`src/rtl/uart_rx_fifo.sv`:
```
// uart_rx_fifo -- oversampled UART receiver with a small first-word
// fall-through receive FIFO.
//
// Frame format is fixed at elaboration: DATA_BITS data bits (LSB first),
// optional odd/even parity, and STOP_BITS stop bits. Each bit is recovered by
// a three-sample majority vote around mid-bit. Every frame is stored with its
// own parity and framing error flags.
//
// Ports
//   clk           system clock, rising edge
//   rst           synchronous active-high reset
//   i_rx_data     asynchronous serial line, idle high
//   o_rx_data     FIFO head data, LSB = first bit received
//   o_rx_valid    FIFO non-empty; head fields valid
//   i_rx_ready    consumer accepts the head while o_rx_valid is high
//   o_parity_err  head frame's parity bit mismatched
//   o_frame_err   head frame had a low vote at a stop-bit position
//   o_overrun     one-cycle pulse: a completed frame was dropped, FIFO full
`timescale 1ns/1ps
module uart_rx_fifo #(
  parameter int CLK_RATE   = 100_000_000,
  parameter int BAUD_RATE  = 9600,
  parameter int OVERSAMPLE = 16,
  parameter int DATA_BITS  = 8,
  parameter int PARITY     = 0,
  parameter int STOP_BITS  = 1,
  parameter int FIFO_DEPTH = 4
) (
  input  logic                 clk,
  input  logic                 rst,
  input  logic                 i_rx_data,
  output logic [DATA_BITS-1:0] o_rx_data,
  output logic                 o_rx_valid,
  input  logic                 i_rx_ready,
  output logic                 o_parity_err,
  output logic                 o_frame_err,
  output logic                 o_overrun
);

  localparam int DIV     = CLK_RATE / (BAUD_RATE * OVERSAMPLE);
  localparam int DIV_W   = (DIV > 1) ? $clog2(DIV) : 1;
  localparam int SC_W    = $clog2(OVERSAMPLE);
  localparam int PTR_W   = $clog2(FIFO_DEPTH);
  localparam int CNT_W   = PTR_W + 1;
  localparam int ENTRY_W = DATA_BITS + 2;

  typedef enum logic [2:0] {S_IDLE, S_START, S_DATA, S_PARITY, S_STOP} state_t;

  state_t               state, state_next;
  logic                 rx_meta, rxs, rxs_prev;
  logic [DIV_W-1:0]     div_cnt;
  logic [SC_W-1:0]      sc;
  logic [1:0]           votes;
  logic [3:0]           bit_cnt;
  logic                 stop_cnt;
  logic [DATA_BITS-1:0] shreg;
  logic                 perr, ferr;

  logic fall, tick, decide, bit_end, voted, last_data, last_stop, push, par_exp;
  logic [ENTRY_W-1:0] entry;

  // Synchronizer plus one extra stage for falling-edge detection. All three
  // reset high so that reset never fabricates a start edge.
  // NOTE: sequential state uses non-blocking assignments so every flop samples
  // values from before the edge, independent of block ordering.
  always_ff @(posedge clk) begin
    if (rst) begin
      rx_meta  <= 1'b1;
      rxs      <= 1'b1;
      rxs_prev <= 1'b1;
    end else begin
      rx_meta  <= i_rx_data;
      rxs      <= rx_meta;
      rxs_prev <= rxs;
    end
  end

  assign fall      = rxs_prev & ~rxs;
  assign tick      = (state != S_IDLE) && (div_cnt == DIV_W'(DIV - 1));
  assign decide    = tick && (sc == SC_W'(OVERSAMPLE / 2 + 1));
  assign bit_end   = tick && (sc == SC_W'(OVERSAMPLE - 1));
  // Third sample is taken live at the decision tick.
  assign voted     = (votes[0] & votes[1]) | (votes[0] & rxs) | (votes[1] & rxs);
  assign last_data = (bit_cnt == 4'(DATA_BITS - 1));
  assign last_stop = (stop_cnt == 1'(STOP_BITS - 1));
  // Frame completes at the final stop-bit decision, not at its end, so a
  // back-to-back start edge is never missed.
  assign push      = (state == S_STOP) && decide && last_stop;
  assign par_exp   = (PARITY == 1) ? ~^shreg : ^shreg;
  // The current stop vote is folded in here because ferr only updates after
  // this edge.
  assign entry     = {shreg, perr, ferr | ~voted};

  always_ff @(posedge clk) begin
    if (rst) state <= S_IDLE;
    else     state <= state_next;
  end

  // NOTE: next-state is defaulted before the case so no path leaves it
  // unassigned, which would infer a latch.
  always_comb begin
    state_next = state;
    case (state)
      S_IDLE:   if (fall) state_next = S_START;
      S_START:  if (decide && voted) state_next = S_IDLE;
                else if (bit_end)    state_next = S_DATA;
      S_DATA:   if (bit_end && last_data)
                  state_next = (PARITY != 0) ? S_PARITY : S_STOP;
      S_PARITY: if (bit_end) state_next = S_STOP;
      S_STOP:   if (push) state_next = S_IDLE;
      default:  state_next = S_IDLE;
    endcase
  end

  // Bit-timing and frame datapath. Counters are held at zero in IDLE so the
  // tick phase restarts from each start edge.
  always_ff @(posedge clk) begin
    if (rst) begin
      div_cnt  <= '0;
      sc       <= '0;
      votes    <= '0;
      bit_cnt  <= '0;
      stop_cnt <= 1'b0;
      shreg    <= '0;
      perr     <= 1'b0;
      ferr     <= 1'b0;
    end else if (state == S_IDLE) begin
      div_cnt  <= '0;
      sc       <= '0;
      bit_cnt  <= '0;
      stop_cnt <= 1'b0;
      perr     <= 1'b0;
      ferr     <= 1'b0;
    end else begin
      div_cnt <= tick ? '0 : div_cnt + 1'b1;
      if (tick) begin
        sc <= (sc == SC_W'(OVERSAMPLE - 1)) ? '0 : sc + 1'b1;
        if (sc == SC_W'(OVERSAMPLE / 2 - 1)) votes[0] <= rxs;
        if (sc == SC_W'(OVERSAMPLE / 2))     votes[1] <= rxs;
      end
      if (decide) begin
        case (state)
          S_DATA:   shreg <= {voted, shreg[DATA_BITS-1:1]};
          S_PARITY: perr  <= (voted != par_exp);
          S_STOP:   if (!voted) ferr <= 1'b1;
          default:  ;
        endcase
      end
      if (bit_end) begin
        if (state == S_DATA) bit_cnt  <= bit_cnt + 1'b1;
        if (state == S_STOP) stop_cnt <= stop_cnt + 1'b1;
      end
    end
  end

  // Receive FIFO: registered storage read through a mux, so a push is
  // visible at the head on the following cycle.
  logic [ENTRY_W-1:0] mem [FIFO_DEPTH];
  logic [PTR_W-1:0]   wr_ptr, rd_ptr;
  logic [CNT_W-1:0]   count;
  logic               full, pop, wr_en;
  logic [ENTRY_W-1:0] head;

  assign full       = (count == CNT_W'(FIFO_DEPTH));
  assign o_rx_valid = (count != '0);
  assign pop        = o_rx_valid && i_rx_ready;
  // A push while full is only accepted when a pop frees a slot on the same edge.
  assign wr_en      = push && (!full || pop);

  // NOTE: storage is not reset; the head fields are masked while empty so they
  // read 0 after reset and never expose uninitialised entries.
  always_ff @(posedge clk) begin
    if (wr_en) mem[wr_ptr] <= entry;
  end

  always_ff @(posedge clk) begin
    if (rst) begin
      wr_ptr    <= '0;
      rd_ptr    <= '0;
      count     <= '0;
      o_overrun <= 1'b0;
    end else begin
      if (wr_en) wr_ptr <= wr_ptr + 1'b1;
      if (pop)   rd_ptr <= rd_ptr + 1'b1;
      case ({wr_en, pop})
        2'b10:   count <= count + 1'b1;
        2'b01:   count <= count - 1'b1;
        default: count <= count;
      endcase
      o_overrun <= push && !wr_en;
    end
  end

  assign head         = mem[rd_ptr];
  assign o_rx_data    = o_rx_valid ? head[ENTRY_W-1:2] : '0;
  assign o_parity_err = o_rx_valid & head[1];
  assign o_frame_err  = o_rx_valid & head[0];

endmodule

```
`config.mk`:
```
export PLATFORM = sky130hd
export DESIGN_NAME = uart_rx_fifo
export DESIGN_NICKNAME = d
export VERILOG_FILES = /design/src/rtl/uart_rx_fifo.sv
export SDC_FILE = /design/constraint.sdc
export NUM_CORES = 1
export LEC_CHECK = 0
export CELL_PAD_IN_SITES_DETAIL_PLACEMENT = 1
export CELL_PAD_IN_SITES_GLOBAL_PLACEMENT = 2
export CORE_MARGIN = 1
export CORE_UTILIZATION = 34
export DETAILED_ROUTE_END_ITERATION = 8
export MAX_ROUTING_LAYER = met4
export PLACE_DENSITY = 0.67
export REMOVE_ABC_BUFFERS = 1
export SLEW_MARGIN = 40
export SYNTH_ARGS = -nofsm -noshare
export SYNTH_HDL_FRONTEND = slang
export SYNTH_SLANG_ARGS = --single-unit
```
`constraint.sdc`:
```
create_clock -name clk -period 2.33 [get_ports clk]
set_input_delay 0.3495 -clock clk [delete_from_list [all_inputs] [get_ports clk]]
set_output_delay 0.3495 -clock clk [all_outputs]
set_load 0.01 [all_outputs]
```
==> impl_metrics.py, run 1 <==
metrics = {
    "run_status": {
        "status": "finished, final reports clean",
    },
    "synthesis": {
        "synth-seq-cells": 87,
        "ys_seq_area_frac": 0.566,
        "synth_edf_count": 40,
        "yosysWarnings": 0,
        "synthArstFlopShare": 0,
        "syn_area_um2": 3780,
        "synth_ff_type": "dfxtp_1",
        "synth_area_per_cell_um2": 11.8,
        "synthCells": 320,
        "yosysUniqueCellTypes": 48,
    },
    "critical_path": {
        "cp.arrival_ps": 1890,
        "timing.rr.end": "count[2]",
        "crit_path_start_kind": "flip-flop",
        "rrSetupSlack_ps": 170,
        "cp.required_ps": 1980,
        "critPathKind": "flip-flop to output pin",
        "crit_path_max_fanout": 10,
        "critPathCaptureType": "output pin",
        "reg2regPathDepth": 9,
        "r2r-start": "div_cnt[0]",
    },
    "global_routing": {
        "first_global_vias": 2458,
        "antenna_found_initial": 0,
        "grt_max_degree": 26,
        "grt_overflow": 0,
        "groute.usage.overall": 0.146,
        "grt_pass1_wl_um": 12300,
    },
    "power_and_ir_drop": {
        "cellLeakagePower_nw": 1.60,
        "p_per_area_nw_per_um2": 852,
        "ir_drop_mv": 0.379,
    },
    "clock_network": {
        "htree_levels": 3,
        "cts_tree": "yes",
        "clock_latency_ps": 360,
        "clk_path_buf_depth": 2,
        "clock_sinks": 87,
        "clk_pin_slew_worst_paths_ps": 90,
        "cts-root-buf": "clkbuf_8",
        "cts_buffers": 9,
    },
    "cells_and_area": {
        "n_antenna_cell": 0,
        "mostFrequentLayoutCells": "dfxtp_1, edfxtp_1, nor2_1",
        "final_area_um2": 4430,
        "fin_util": 0.408,
        "layout_commonest_cell": "dfxtp_1",
        "finalNonFillerCells": 495,
        "nets": 365,
        "area_delta_synth_final_pct": 17.0,
        "drive_gt1_frac": 0.158,
    },
    "routing": {
        "ant_nets": 0,
        "wl_per_cell_um": 14.8,
        "route.detailed.drc": 0,
        "vias_per_cell": 4.89,
        "wl_um": 7310,
        "vias": 2419,
        "first_pass_iters": 4,
        "initialDrtViolationCount": 69,
    },
    "sta": {
        "setup_viol": 0,
        "setup_slack_ps": 88.3,
        "drv_slew": 0,
        "fmax_ghz": 0.446,
        "finalCritPeriodShare": 0.962,
        "maxSlewHeadroom": 0.694,
        "rsz0062_at_grt": "false",
        "worstMarginPinSlew_ps": 456,
        "fin_tns_setup_ps": 0,
        "fin_skew_ps": 13.6,
        "finalHoldViolCount": 0,
        "min_period_ps": 2240,
    },
    "floorplanning": {
        "start_util": 0.349,
        "ios": 16,
        "core_um2": 10800,
        "die_w_um": 108,
        "die-area_um2": 11600,
        "rows": 38,
        "die_h_um": 108,
    },
    "run": {
        "drv_cap": 0,
    },
    "place": {
        "place_ws_ps": 66.3,
        "dp.cells": 478,
        "dpl-instance-area_um2": 4240,
        "place.gp.congestion": 0.750,
        "dp_hpwl_um": 5240,
        "port_buffers": 15,
    },
    "worst_hold_path": {
        "min_delay_path_depth": 1,
        "min_delay_worst_endpoint": "rxs",
        "hold_path.class": "flip-flop to flip-flop",
        "hp-start": "rx_meta",
    },
}
layout make-up:
type / count / area, um2
Clock buffer: 11 / 131
Clock inverter: 5 / 58.8
Fill cell: 1176 / 6410
Inverter: 11 / 41.3
Multi-Input combinational cell: 207 / 1530
Sequential cell: 87 / 2140
Tap cell: 140 / 175
Timing Repair Buffer: 34 / 343
flip-flops by register name (all words and copies together) (netlist names), named ones only:
register / flops
count: 3
state: 3
bit_cnt: 4
votes: 2
rxs_prev: 1
wr_ptr: 2
rx_meta: 1
ferr: 1
stop_cnt: 1
perr: 1
div_cnt: 10
mem: 40
rd_ptr: 2
shreg: 8
o_overrun: 1
rxs: 1
sc: 4
report_power, final:
| part | switching (mW) | internal (mW) | total, mW | leakage (nW) |
|---|---|---|---|---|
| clock | 0.518 | 0.497 | 1.02 | 0.0912 |
| sequential | 0.0692 | 1.66 | 1.73 | 0.749 |
| combinational | 0.517 | 0.512 | 1.03 | 0.759 |
stage by stage:
| stage | power [mW] | hold slack, ps |
|---|---|---|
| 6_report | 3.77 | 402 |
| 5_1_grt | 4.02 | 421 |
| 4_1_cts | 3.85 | 410 |
| 3_5_place_dp | 2.88 | 403 |
| 3_3_place_gp | 2.88 | 396 |
| 2_1_floorplan | 2.36 | 389 |
Yosys cell counts (6+ instances only):
cell / count / area (um2)
a21oi_1: 12 / 60.1
and2_1: 15 / 93.8
and3_1: 7 / 43.8
buf_2: 6 / 30.0
clkbuf_1: 7 / 26.3
dfxtp_1: 47 / 941
edfxtp_1: 40 / 1200
ha_1: 10 / 125
inv_1: 11 / 41.3
mux2i_1: 7 / 70.1
mux4_2: 10 / 225
nand2_1: 26 / 97.6
nand3_1: 17 / 85.1
nor2_1: 32 / 120
o21ai_0: 6 / 30.0
xnor2_1: 12 / 105
xor2_1: 9 / 78.8
cell families (layout without fill, tap and decap cells):
kind of cell	count (synthesis)	after routing	synth area share
flops	87	87	0.566
fa+ha+maj	12	12	0.0410
simple gates	127	127	0.182
xor+xnor	22	22	0.0545
buf+inv	26	61	0.0298
mux	18	18	0.0810
compound gates	28	28	0.0453
how the worst max path moves through the flow:
stage	endpoint	depth (start not counted)
detailed placement	count[2]	9
finish	o_rx_data[7]	5
global route	o_rx_data[7]	5
floorplan	count[2]	9
CTS	o_rx_data[7]	5
global placement	count[2]	9
worst max-delay path, cell delays in order (launching register included):
cell and delay [ps]:
dfxtp_2 340, buf_12 140, buf_4 120, mux4_2 490, and2_1 170, dlygate4sd2_1 270
per-layer routing:
layer / track usage / share of wire / routed length [um]
met1: 0.168 / 0.44 / 3230
met2: 0.252 / 0.52 / 3810
met3: 0.0291 / 0.023 / 166
met4: 0.0558 / 0.015 / 107
met5: - / 0 / 0
what timing repair did:
action                                  CTS  global route
buffers inserted                          1             0
hold buffers                              0             0
resized for setup                        11             3
pin swaps                                 0             1
endpoints found under the setup margin   10             1
Power figures use the tool's default switching activity.
==> run 2, diff against run 1 <==
CORE_UTILIZATION = 37   (was 34)
PLACE_DENSITY = 0.72   (was 0.67)
==> run 2 against run 1 <==
  * Sequential share of layout area is 0.57 points higher
  * Non-clock buffer count fell by 2
  * Count of clock-buffer cells in the layout decreased by 1
  * Final cell count decreased by 1.8%
  * Final area fell by 1.2%
  * Setup slack better by 40 ps
  * Flip-flop and latch count unchanged
  * Power is 2.1% lower
  * Clock power fell by 8%
  * Critical path type is now flip-flop to flip-flop
  * Critical endpoint is now count[2]
  * Sequential power about the same
  * Wire length increased by 0.29%
==> impl_metrics.py, run 2 (synthesized netlist as in run 1, its figures left out) <==
metrics = {
    "global_routing": {
        "groute.usage.overall": 0.160,
        "grt_pass1_wl_um": 12200,
        "first_global_vias": 2469,
        "grt_overflow": 0,
        "antenna_found_initial": 0,
        "grt_max_degree": 26,
    },
    "routing": {
        "vias": 2410,
        "wl_um": 7330,
        "ant_nets": 0,
        "first_pass_iters": 4,
        "wl_per_cell_um": 15.1,
        "initialDrtViolationCount": 78,
        "vias_per_cell": 4.96,
        "route.detailed.drc": 0,
    },
    "clock_network": {
        "clk_path_buf_depth": 2,
        "ctsHoldBuffers": 0,
        "cts_buffers": 9,
        "cts_tree": "yes",
        "clk_pin_slew_worst_paths_ps": 90,
        "htree_levels": 3,
        "cts-root-buf": "clkbuf_8",
        "clock_sinks": 87,
        "clock_latency_ps": 350,
        "post_cts_buffers": 0,
    },
    "cells_and_area": {
        "final_area_um2": 4380,
        "drive_gt1_frac": 0.161,
        "largestRegisters": "mem (40), div_cnt (10), shreg (8)",
        "regMostFlops": "mem",
        "largest_reg_flops": 40,
        "area_delta_synth_final_pct": 15.6,
        "n_antenna_cell": 0,
        "mostFrequentLayoutCells": "dfxtp_1, edfxtp_1, nor2_1",
        "fin_util": 0.444,
        "nets": 363,
        "layout_commonest_cell": "dfxtp_1",
    },
    "sta": {
        "maxSlewHeadroom": 0.679,
        "setup_viol": 0,
        "fmax_ghz": 0.454,
        "finalCritPeriodShare": 0.945,
        "drv_slew": 0,
        "fin_tns_setup_ps": 0,
        "rsz0062_at_grt": "false",
        "fin_skew_ps": 15.0,
        "finalHoldViolCount": 0,
        "worstMarginPinSlew_ps": 479,
        "min_period_ps": 2200,
        "whs_ps": 418,
    },
    "power_and_ir_drop": {
        "cellLeakagePower_nw": 1.57,
        "ir_drop_mv": 0.261,
        "p_per_area_nw_per_um2": 844,
        "p_total_mw": 3.69,
    },
    "place": {
        "dpl-instance-area_um2": 4210,
        "dp_hpwl_um": 5290,
        "place.gp.congestion": 0.752,
        "port_buffers": 15,
    },
    "critical_path": {
        "crit_path_max_fanout": 5,
        "critPathKind": "flip-flop to flip-flop",
        "cp.arrival_ps": 2440,
        "critPathCaptureType": "flip-flop",
        "cp.required_ps": 2570,
        "crit_path_start_kind": "flip-flop",
    },
    "floorplanning": {
        "rows": 36,
        "die-area_um2": 10600,
        "start_util": 0.384,
        "die_h_um": 103,
        "ios": 16,
        "die_w_um": 103,
        "core_um2": 9860,
    },
    "worst_hold_path": {
        "hold_path.class": "flip-flop to flip-flop",
    },
    "run_status": {
        "status": "finished, final reports clean",
    },
    "run": {
        "drv_cap": 0,
    },
}
## run 2: cell types whose count changed in the layout (fill, tap and decap cells not counted), sizes merged
cell / before / now
bufinv: 1 / 0
clkinv: 3 / 2
buf: 19 / 17
clkbuf: 11 / 10
clkinvlp: 1 / 3
inv: 11 / 12
## run 2: final cells by class
type,count,area (um2)
fill,1055,5490
sequential,87,2140
timing repair buffer,32,315
clock buffer,10,128
multi-input combinational,207,1530
inverter,11,41.3
tap,133,166
clock inverter,6,46.3
## run 2: worst max-delay path, cell delays in order, from the launching register on
cell	delay [ps]
dfxtp_2	330
inv_1	40
ha_1	190
and4bb_4	210
and4_2	260
a21oi_2	170
inv_1	70
fa_2	330
mux2i_1	170
mux2_1	330
## run 2: routing by layer
layer  track usage  vias to the layer above  part of all wire
met5             -                        -                 0
met4        0.0683                        0             0.011
met3        0.0325                        7             0.026
met2         0.259                       25              0.49
met1         0.195                     1192              0.47
li1              -                     1186                 -
## run 2: final timing paths
path,from,cells after the start,slack (ps),endpoint
setup reg to reg,div_cnt[0],9,130,count[2]
hold reg to reg,rx_meta,1,420,rxs
setup / recovery,div_cnt[0],9,130,count[2]
hold / removal,rx_meta,1,420,rxs
## run 2: repair_timing
item	in CTS	in global routing
endpoints found under the setup margin	10	1
gates resized for setup	11	3
hold endpoints to repair	0	0
## run 2: report_power, final
| part | internal (mW) | total [mW] | switching (mW) |
|---|---|---|---|
| combinational | 0.507 | 1.03 | 0.522 |
| clock | 0.392 | 0.937 | 0.545 |
| sequential | 1.66 | 1.73 | 0.0689 |
## run 2: through the flow
step | std cells | worst slack [ps]
after floorplan | 305 | -49.0
after global placement | 470 | 169
after detailed placement | 470 | 104
after CTS | 486 | 77.7
after global routing | 486 | 26.8
final | 486 | 128
==> run 3, diff against run 2 <==
CORE_UTILIZATION = 41   (was 37)
PLACE_DENSITY = 0.76   (was 0.72)
clock period = 2.3 ns   (was 2.33 ns; I/O delays follow)
==> run 3 against run 2 <==
  * The run now ends with design-rule violations left
  * Core utilization rose by 5.6 points
  * Register-to-register slack about the same
  * First-iteration DRC count fell by 7.7%
  * Non-clock buffer count rose by 7
  * Via count down 0.21%
  * Global-route usage increased by 1.6 points
  * Critical endpoint is now o_rx_data[3]
  * Critical path depth down 4
  * Setup slack got worse by 49 ps
  * Clock skew is 0.91 ps higher
  * Sequential power barely moved
==> impl_metrics.py, run 3 (synthesized netlist as in run 1, its figures left out) <==
metrics = {
    "sta": {
        "fmax_ghz": 0.450,
        "worstMarginPinSlew_ps": 509,
        "whs_ps": 417,
        "drv_slew": 0,
        "fin_skew_ps": 15.9,
        "min_period_ps": 2220,
        "setup_viol": 0,
        "setup_slack_ps": 78.9,
        "finalCritPeriodShare": 0.966,
        "maxSlewHeadroom": 0.658,
        "rsz0062_at_grt": "false",
        "finalHoldViolCount": 0,
    },
    "power_and_ir_drop": {
        "p_per_area_nw_per_um2": 877,
        "p_sw_mw": 1.17,
        "p_comb_frac": 0.278,
        "cellLeakagePower_nw": 1.62,
        "internal_power_mw": 2.71,
        "swShare": 0.302,
        "ir_drop_mv": 0.364,
        "p_clk_frac": 0.272,
        "p_seq_frac": 0.451,
        "p_total_mw": 3.88,
    },
    "cells_and_area": {
        "largestRegisters": "mem (40), div_cnt (10), shreg (8)",
        "area_delta_synth_final_pct": 16.9,
        "nets": 370,
        "fill_cells": 957,
        "layout_commonest_cell": "dfxtp_1",
        "drive_gt1_frac": 0.175,
        "finalNonFillerCells": 468,
        "regArea_um2": 2140,
        "largest_reg_flops": 40,
        "mostFrequentLayoutCells": "dfxtp_1, edfxtp_1, nor2_1",
        "n_antenna_cell": 0,
        "regMostFlops": "mem",
        "multi_input_area_um2": 1530,
    },
    "clock_network": {
        "cts_buffers": 9,
        "ctsHoldBuffers": 0,
        "clk_path_buf_depth": 2,
        "clock_sinks": 87,
        "htree_levels": 3,
        "clock_latency_ps": 360,
        "cts-root-buf": "clkbuf_8",
        "cts_tree": "yes",
        "clk_pin_slew_worst_paths_ps": 90,
    },
    "critical_path": {
        "timing.rr.end": "count[2]",
        "critPathKind": "flip-flop to output pin",
        "crit_path_max_fanout": 6,
        "critPathCaptureType": "output pin",
        "cp.required_ps": 1960,
        "cp.arrival_ps": 1880,
        "reg2regPathDepth": 9,
        "rrSetupSlack_ps": 120,
        "r2r-start": "div_cnt[0]",
        "crit_path_start_kind": "flip-flop",
    },
    "routing": {
        "wl_per_cell_um": 16.0,
        "vias": 2405,
        "wl_um": 7500,
        "route.detailed.drc": 1,
        "initialDrtViolationCount": 72,
        "ant_nets": 0,
        "vias_per_cell": 5.14,
        "first_pass_iters": 6,
    },
    "place": {
        "dp_hpwl_um": 5290,
        "port_buffers": 15,
        "dp.cells": 450,
        "place_ws_ps": 83.3,
        "place.gp.congestion": 0.769,
    },
    "worst_hold_path": {
        "min_delay_path_depth": 1,
        "hold_path.class": "flip-flop to flip-flop",
        "min_delay_worst_endpoint": "rxs",
        "hp-start": "rx_meta",
    },
    "run_status": {
        "status": "finished with violations",
        "violations": "design-rule violations",
    },
    "floorplanning": {
        "die_w_um": 98.1,
        "core_um2": 8850,
        "die-area_um2": 9620,
        "start_util": 0.428,
        "ios": 16,
        "die_h_um": 98.1,
        "rows": 34,
    },
    "global_routing": {
        "first_global_vias": 2446,
        "grt_max_degree": 26,
        "grt_overflow": 0,
        "antenna_found_initial": 0,
        "grt_pass1_wl_um": 12600,
        "groute.usage.overall": 0.176,
    },
    "run": {
        "drv_cap": 0,
    },
}
## run 3: how the worst max path moves through the flow
stage / startpoint / endpoint / slack (ps) / cells after the start
after floorplan: div_cnt[0] / count[2] / -80 / 9
after global placement: div_cnt[0] / count[2] / 150 / 9
after detailed placement: div_cnt[0] / count[2] / 80 / 9
after CTS: div_cnt[0] / count[2] / 60 / 9
after global routing: flip-flop / o_rx_data[3] / 4 / 5
final: flip-flop / o_rx_data[3] / 80 / 5
## run 3: worst max-delay path: stages, from the launching register on
cell and delay [ps]:
dfxtp_2 360, buf_6 140, buf_4 120, mux4_2 470, and2_1 160, dlygate4sd2_1 280
## run 3: through the flow
| step | utilization | cell area [um2] | TNS [ps] |
|---|---|---|---|
| 4_1_cts | 0.500 | 4420 | 0 |
| 2_1_floorplan | - | 3710 | -79.0 |
| 3_5_place_dp | 0.476 | 4210 | 0 |
| 3_3_place_gp | 0.476 | 4210 | 0 |
| 5_1_grt | 0.500 | 4420 | 0 |
| 6_report | 0.500 | 4420 | 0 |
## run 3: layout make-up
type / instances / area share
clock buffer: 9 / 0.0280
multi-input combinational: 207 / 0.347
timing repair buffer: 39 / 0.0849
tap: 108 / 0.0306
inverter: 11 / 0.00934
clock inverter: 7 / 0.0161
sequential: 87 / 0.485
## run 3: power by group through the flow
stage | logic [mW] | clock network [mW] | registers (mW)
after detailed placement | 1.13 | 0 | 1.78
after global routing | 1.18 | 1.14 | 1.76
after global placement | 1.12 | 0 | 1.77
after CTS | 1.09 | 1.08 | 1.75
final | 1.08 | 1.05 | 1.75
after floorplan | 0.579 | 0 | 1.81
## run 3: repair_timing
action,in CTS,in global routing
setup buffers,2,0
pin swaps,0,0
endpoints found under the setup margin,10,1
gates resized for setup,13,1
## run 3: metal layers
| metal | global-route usage | up-vias | part of all wire |
|---|---|---|---|
| li1 | - | 1202 | - |
| met3 | 0.0265 | 8 | 0.028 |
| met1 | 0.247 | 1165 | 0.51 |
| met2 | 0.254 | 30 | 0.45 |
| met4 | 0.0769 | 0 | 0.015 |
| met5 | - | - | 0 |
==> edit 1: new RTL, settings of run 3 <==
Register the outputs `o_parity_err` and `o_frame_err`, without a reset; this adds one clock of latency there. The other outputs are not delayed to match.
--- a/src/rtl/uart_rx_fifo.sv
+++ b/src/rtl/uart_rx_fifo.sv
@@ -194,6 +194,8 @@
   assign head         = mem[rd_ptr];
   assign o_rx_data    = o_rx_valid ? head[ENTRY_W-1:2] : '0;
-  assign o_parity_err = o_rx_valid & head[1];
-  assign o_frame_err  = o_rx_valid & head[0];
+  always_ff @(posedge clk) begin
+    o_parity_err <= o_rx_valid & head[1];
+    o_frame_err  <= o_rx_valid & head[0];
+  end
 
 endmodule
Formal check against the unedited RTL: no difference found for any inputs over 10 cycles, from zero or initial values and one cycle with rst high; that may be too few to reach the edited logic, so the function may still have changed.
==> edit 1 against run 3 <==
- total power increased by 7.0%
- critical path depth increased by 4
- highest routed layer unchanged
- design area increased by 1.4%
- sequential cell count increased by 2
- die area increased by 1.0%
- area after synthesis increased by 1.1%
- wire length increased by 2.7%
- worst setup slack improved by 43 ps
==> edit 1: results <==
clocking:
  ctsResizeCount: 9
  htreeDepth: 3
  cts-buffers-inserted: 9
  cts_root_buf: "clkbuf_8"
  post-cts-setup-buffer-count: 0
  clockBufferDepth: 2
  clk_pin_slew_ps: 90
  clock_latency_ps: 360
placed_design:
  hpwlAfterDp_microns: 5320
  gp_congestion: 0.752
  dp_cells: 450
  port_buffers: 15
  dp_slack_ps: 96.7
detailed_routing:
  routed_wl_microns: 7690
  routed-wl-met2_microns: 3480
  route.met3.wl_microns: 191
  met1Wirelength_microns: 3920
  maxUsedRoutingLayer: "met4"
  vias: 2416
  drtPass1Iterations: 4
  drt_iter0_drc: 53
synthesis:
  synthCells: 322
  synth.top_cells.by_count: "49 x dfxtp_1, 40 x edfxtp_1, 32 x nor2_1, 26 x nand2_1, 17 x nand3_1"
  netlist-cell-type-count: 48
  yosys_warnings: 0
  synth_area_leaders: "edfxtp_1 31%, dfxtp_1 26%, mux4_2 5.9%"
  synth-main-ff-cell: "dfxtp_1"
  ys_seq_area_frac: 0.570
  synth-edff-count: 40
  async_flop_share: 0
power:
  max-vdd-ir-drop_v: 0.000307
  total_leakage_power_nw: 1.64
finish:
  nets: 368
  instances_no_fill: 466
  drive_above_1_share: 0.162
  nFillCells: 951
  diodes: 0
  largestRegisters: "mem: 40 flops, div_cnt: 10 flops, shreg: 8 flops"
outcome:
  run_status: "finished clean"
worst_hold_path:
  min_path_cells: 1
  min_path_type: "reg2reg"
setup_path:
  arrival_ps: 2430
  worstPathMaxFanout: 5
  max_stage_delay_ps: 370
  cp_top_family: "adder cells"
  r2r_cells: 9
  cpMaxStageDelayCell: "fa_1"
global_routing:
  first_global_vias: 2486
  grt_use_total: 0.183
  grt_antenna_before_repair: 0
  grt_pass1_wl_microns: 13000
  grt_max_degree: 26
sta:
  skew_ps: 8.79
  max_slew_margin: 0.670
-- edit 1: cell count changes after synthesis --
cell / run 3 / this run
dfxtp_1: 47 / 49
-- edit 1: cell families after synthesis --
family | after synthesis | synth area share
compound gates | 28 | 0.0448
xor+xnor | 22 | 0.0540
fa+ha+maj | 12 | 0.0406
buf+inv | 26 | 0.0294
flops | 89 | 0.570
mux | 18 | 0.0801
simple gates | 127 | 0.181
-- edit 1: worst paths after layout --
kind	slack [ps]	from	end
hold reg to reg	430	rx_meta$_SDFF_PP1_	rxs$_SDFF_PP1_
setup / recovery	120	div_cnt[0]$_SDFF_PP0_	count[2]$_SDFFE_PP0P_
setup reg to reg	120	div_cnt[0]$_SDFF_PP0_	count[2]$_SDFFE_PP0P_
hold / removal	430	rx_meta$_SDFF_PP1_	rxs$_SDFF_PP1_
-- edit 1: through the flow --
step	setup TNS [ps]	area, sq um
2_1_floorplan	-79.0	3750
3_3_place_gp	0	4250
5_1_grt	0	4490
4_1_cts	0	4480
3_5_place_dp	0	4250
6_report	0	4490
-- edit 1: final cells by class --
cell class / instances / area [sq um] / area share
inverters: 11 / 41.3 / 0.00920
well taps: 108 / 135 / 0.0301
clock inverters: 7 / 118 / 0.0262
repair buffers: 35 / 353 / 0.0786
multi-input cells: 207 / 1530 / 0.342
flip-flops and latches: 89 / 2180 / 0.487
clock buffers: 9 / 124 / 0.0276
-- edit 1: report_power, final --
group          internal [mW]  switching (mW)
sequential              1.72          0.0747
clock                  0.724           0.570
combinational          0.514           0.546
-- edit 1: per-layer routing --
layer,vias to the layer above,track usage
li1,1194,-
met1,1186,0.244
met2,28,0.273
met3,8,0.0426
met4,0,0.0666
met5,-,-
==> edit 2: new RTL, settings of run 3 <==
Made on the original files. `CLK_RATE`: 100_000_000 -> 25_000_000.
--- a/src/rtl/uart_rx_fifo.sv
+++ b/src/rtl/uart_rx_fifo.sv
@@ -19,5 +19,5 @@
 `timescale 1ns/1ps
 module uart_rx_fifo #(
-  parameter int CLK_RATE   = 100_000_000,
+  parameter int CLK_RATE   = 25_000_000,
   parameter int BAUD_RATE  = 9600,
   parameter int OVERSAMPLE = 16,
Formal check against the unedited RTL: same outputs for any inputs over 10 cycles, from zero or initial values and one cycle with rst high; that may be too few to reach the edited logic, so the function may still have changed.
==> edit 2 against run 3 <==
- the run still ends with DRC left
- critical endpoint is now o_rx_data[5]
- largest cell class unchanged
- die area is 0.98% lower
- area after synthesis is 0.99% lower
- wire length rose by 4.4%
- sequential cell count decreased by 2
- worst setup slack improved by 8.2 ps
- design area up 1.2%
- highest routed layer unchanged
Power is not compared: it rests on default switching activity, and its combinational part moved more than twofold at a synthesized area within 25%.
==> edit 2: results <==
detailed_routing:
  route.detailed.drc: 5
  drt-wirelength-per-cell_microns: 17.1
  drt_iter0_drc: 68
  viasPerCell: 5.21
  drtPass1Iterations: 6
global_routing:
  grt_max_degree: 18
  grt_pass1_wl_microns: 12800
  met1_usage: 0.225
  grt_use_total: 0.182
  first_global_vias: 2492
  use_met3: 0.0281
  grtUsageMet2: 0.298
sta:
  skew_ps: 13.7
  min_period_ps: 2210
  worst_pin_slew_ps: 484
synthesis:
  netlist-cell-type-count: 52
  synth_area_leaders: "edfxtp_1 32%, dfxtp_1 24%, mux4_2 6.0%"
  ys_seq_area_frac: 0.561
  synthCells: 305
  synth.top_cells.by_count: "45 x dfxtp_1, 40 x edfxtp_1, 38 x nor2_1, 13 x mux2i_1, 13 x xnor2_1"
outcome:
  violations: "DRC"
  run_status: "complete, but fails checks"
placed_design:
  gp_congestion: 0.779
  dp_cells: 439
  hpwlAfterDp_microns: 5470
  dp_slack_ps: 73.6
finish:
  nFillCells: 927
  nets: 361
  drive_above_1_share: 0.202
  largestRegisters: "mem: 40 flops, div_cnt: 8 flops, shreg: 8 flops"
setup_path:
  r2r_slack_ps: 180
  r2r-start: "div_cnt[1]$_SDFF_PP0_"
  setup.worst_path.end: "o_rx_data[5]"
  worstPathMaxFanout: 5
  arrival_ps: 1870
  r2r_end: "mem[2][3]$_DFFE_PP_"
worst_hold_path:
  min_path_type: "reg2reg"
clocking:
  clockBufferDepth: 2
power:
  total_leakage_power_nw: 1.58
==> edit 2: cell count changes after synthesis, moves of 4 or more <==
cell | before | now
nor2b_1 | 3 | 12
and3_1 | 7 | 3
nand3_1 | 17 | 11
mux2i_1 | 7 | 13
and2_1 | 15 | 6
nand2_1 | 26 | 9
nor2_1 | 32 | 38
==> edit 2: worst min-delay path by stage <==
stage                           endpoint  slack [ps]  cells after the start
after floorplan           rxs$_SDFF_PP1_         390                      1
after CTS                 rxs$_SDFF_PP1_         430                      1
after detailed placement  rxs$_SDFF_PP1_         400                      1
final                     rxs$_SDFF_PP1_         420                      1
after global routing      rxs$_SDFF_PP1_         440                      1
after global placement    rxs$_SDFF_PP1_         390                      1
==> edit 2: per-layer routing <==
layer / routed length [microns] / share of wire
met5: 0 / 0
met2: 3870 / 0.49
met1: 3680 / 0.47
met3: 124 / 0.016
met4: 144 / 0.018
==> edit 2: cell families (layout without fill, tap and decap cells) <==
logic type      after synthesis  count (layout)  share of synthesized area
simple gates                115             115                      0.171
compound gates               28              28                     0.0528
xor+xnor                     21              21                     0.0528
fa+ha+maj                    11              11                     0.0387
flops                        85              85                      0.561
buf+inv                      21              67                     0.0260
mux                          24              24                     0.0978
==> edit 2: power groups by stage <==
stage | Combinational (mW) | Sequential (mW) | Clock [mW]
after global routing | 0.133 | 1.59 | 1.23
after global placement | 0.119 | 1.62 | 0
final | 0.121 | 1.59 | 1.14
after CTS | 0.123 | 1.59 | 1.17
after detailed placement | 0.122 | 1.62 | 0
after floorplan | 0.0666 | 1.62 | 0
==> edit 2: layout make-up <==
cell class | instances | area share
Multi-Input combinational cell | 199 | 0.350
Timing Repair Buffer | 43 | 0.0945
Clock buffer | 9 | 0.0277
Tap cell | 108 | 0.0302
Inverter | 8 | 0.00671
Clock inverter | 7 | 0.0207
Sequential cell | 85 | 0.471
==> edit 2: metrics by stage <==
stage	util	hold WS [ps]	power (mW)	area (sq um)
floorplan	-	389	1.69	3680
global placement	0.476	395	1.74	4200
finish	0.508	420	2.85	4470
global route	0.508	438	2.95	4470
CTS	0.502	426	2.89	4420
detailed placement	0.476	402	1.75	4200
==> edit 2: worst max-delay path, stage by stage, from the launching register on <==
cell and delay [ps]:
dfxtp_4 390, buf_8 120, buf_4 110, mux4_2 470, nor2b_1 130, dlygate4sd2_1 290
==> edit 2: repair_timing <==
item / 4_1_cts / 5_1_grt
setup endpoints to repair: 10 / 43
gates cloned: 0 / 1
buffers inserted: 2 / 1
resized for setup: 12 / 6
pin swaps: 0 / 1
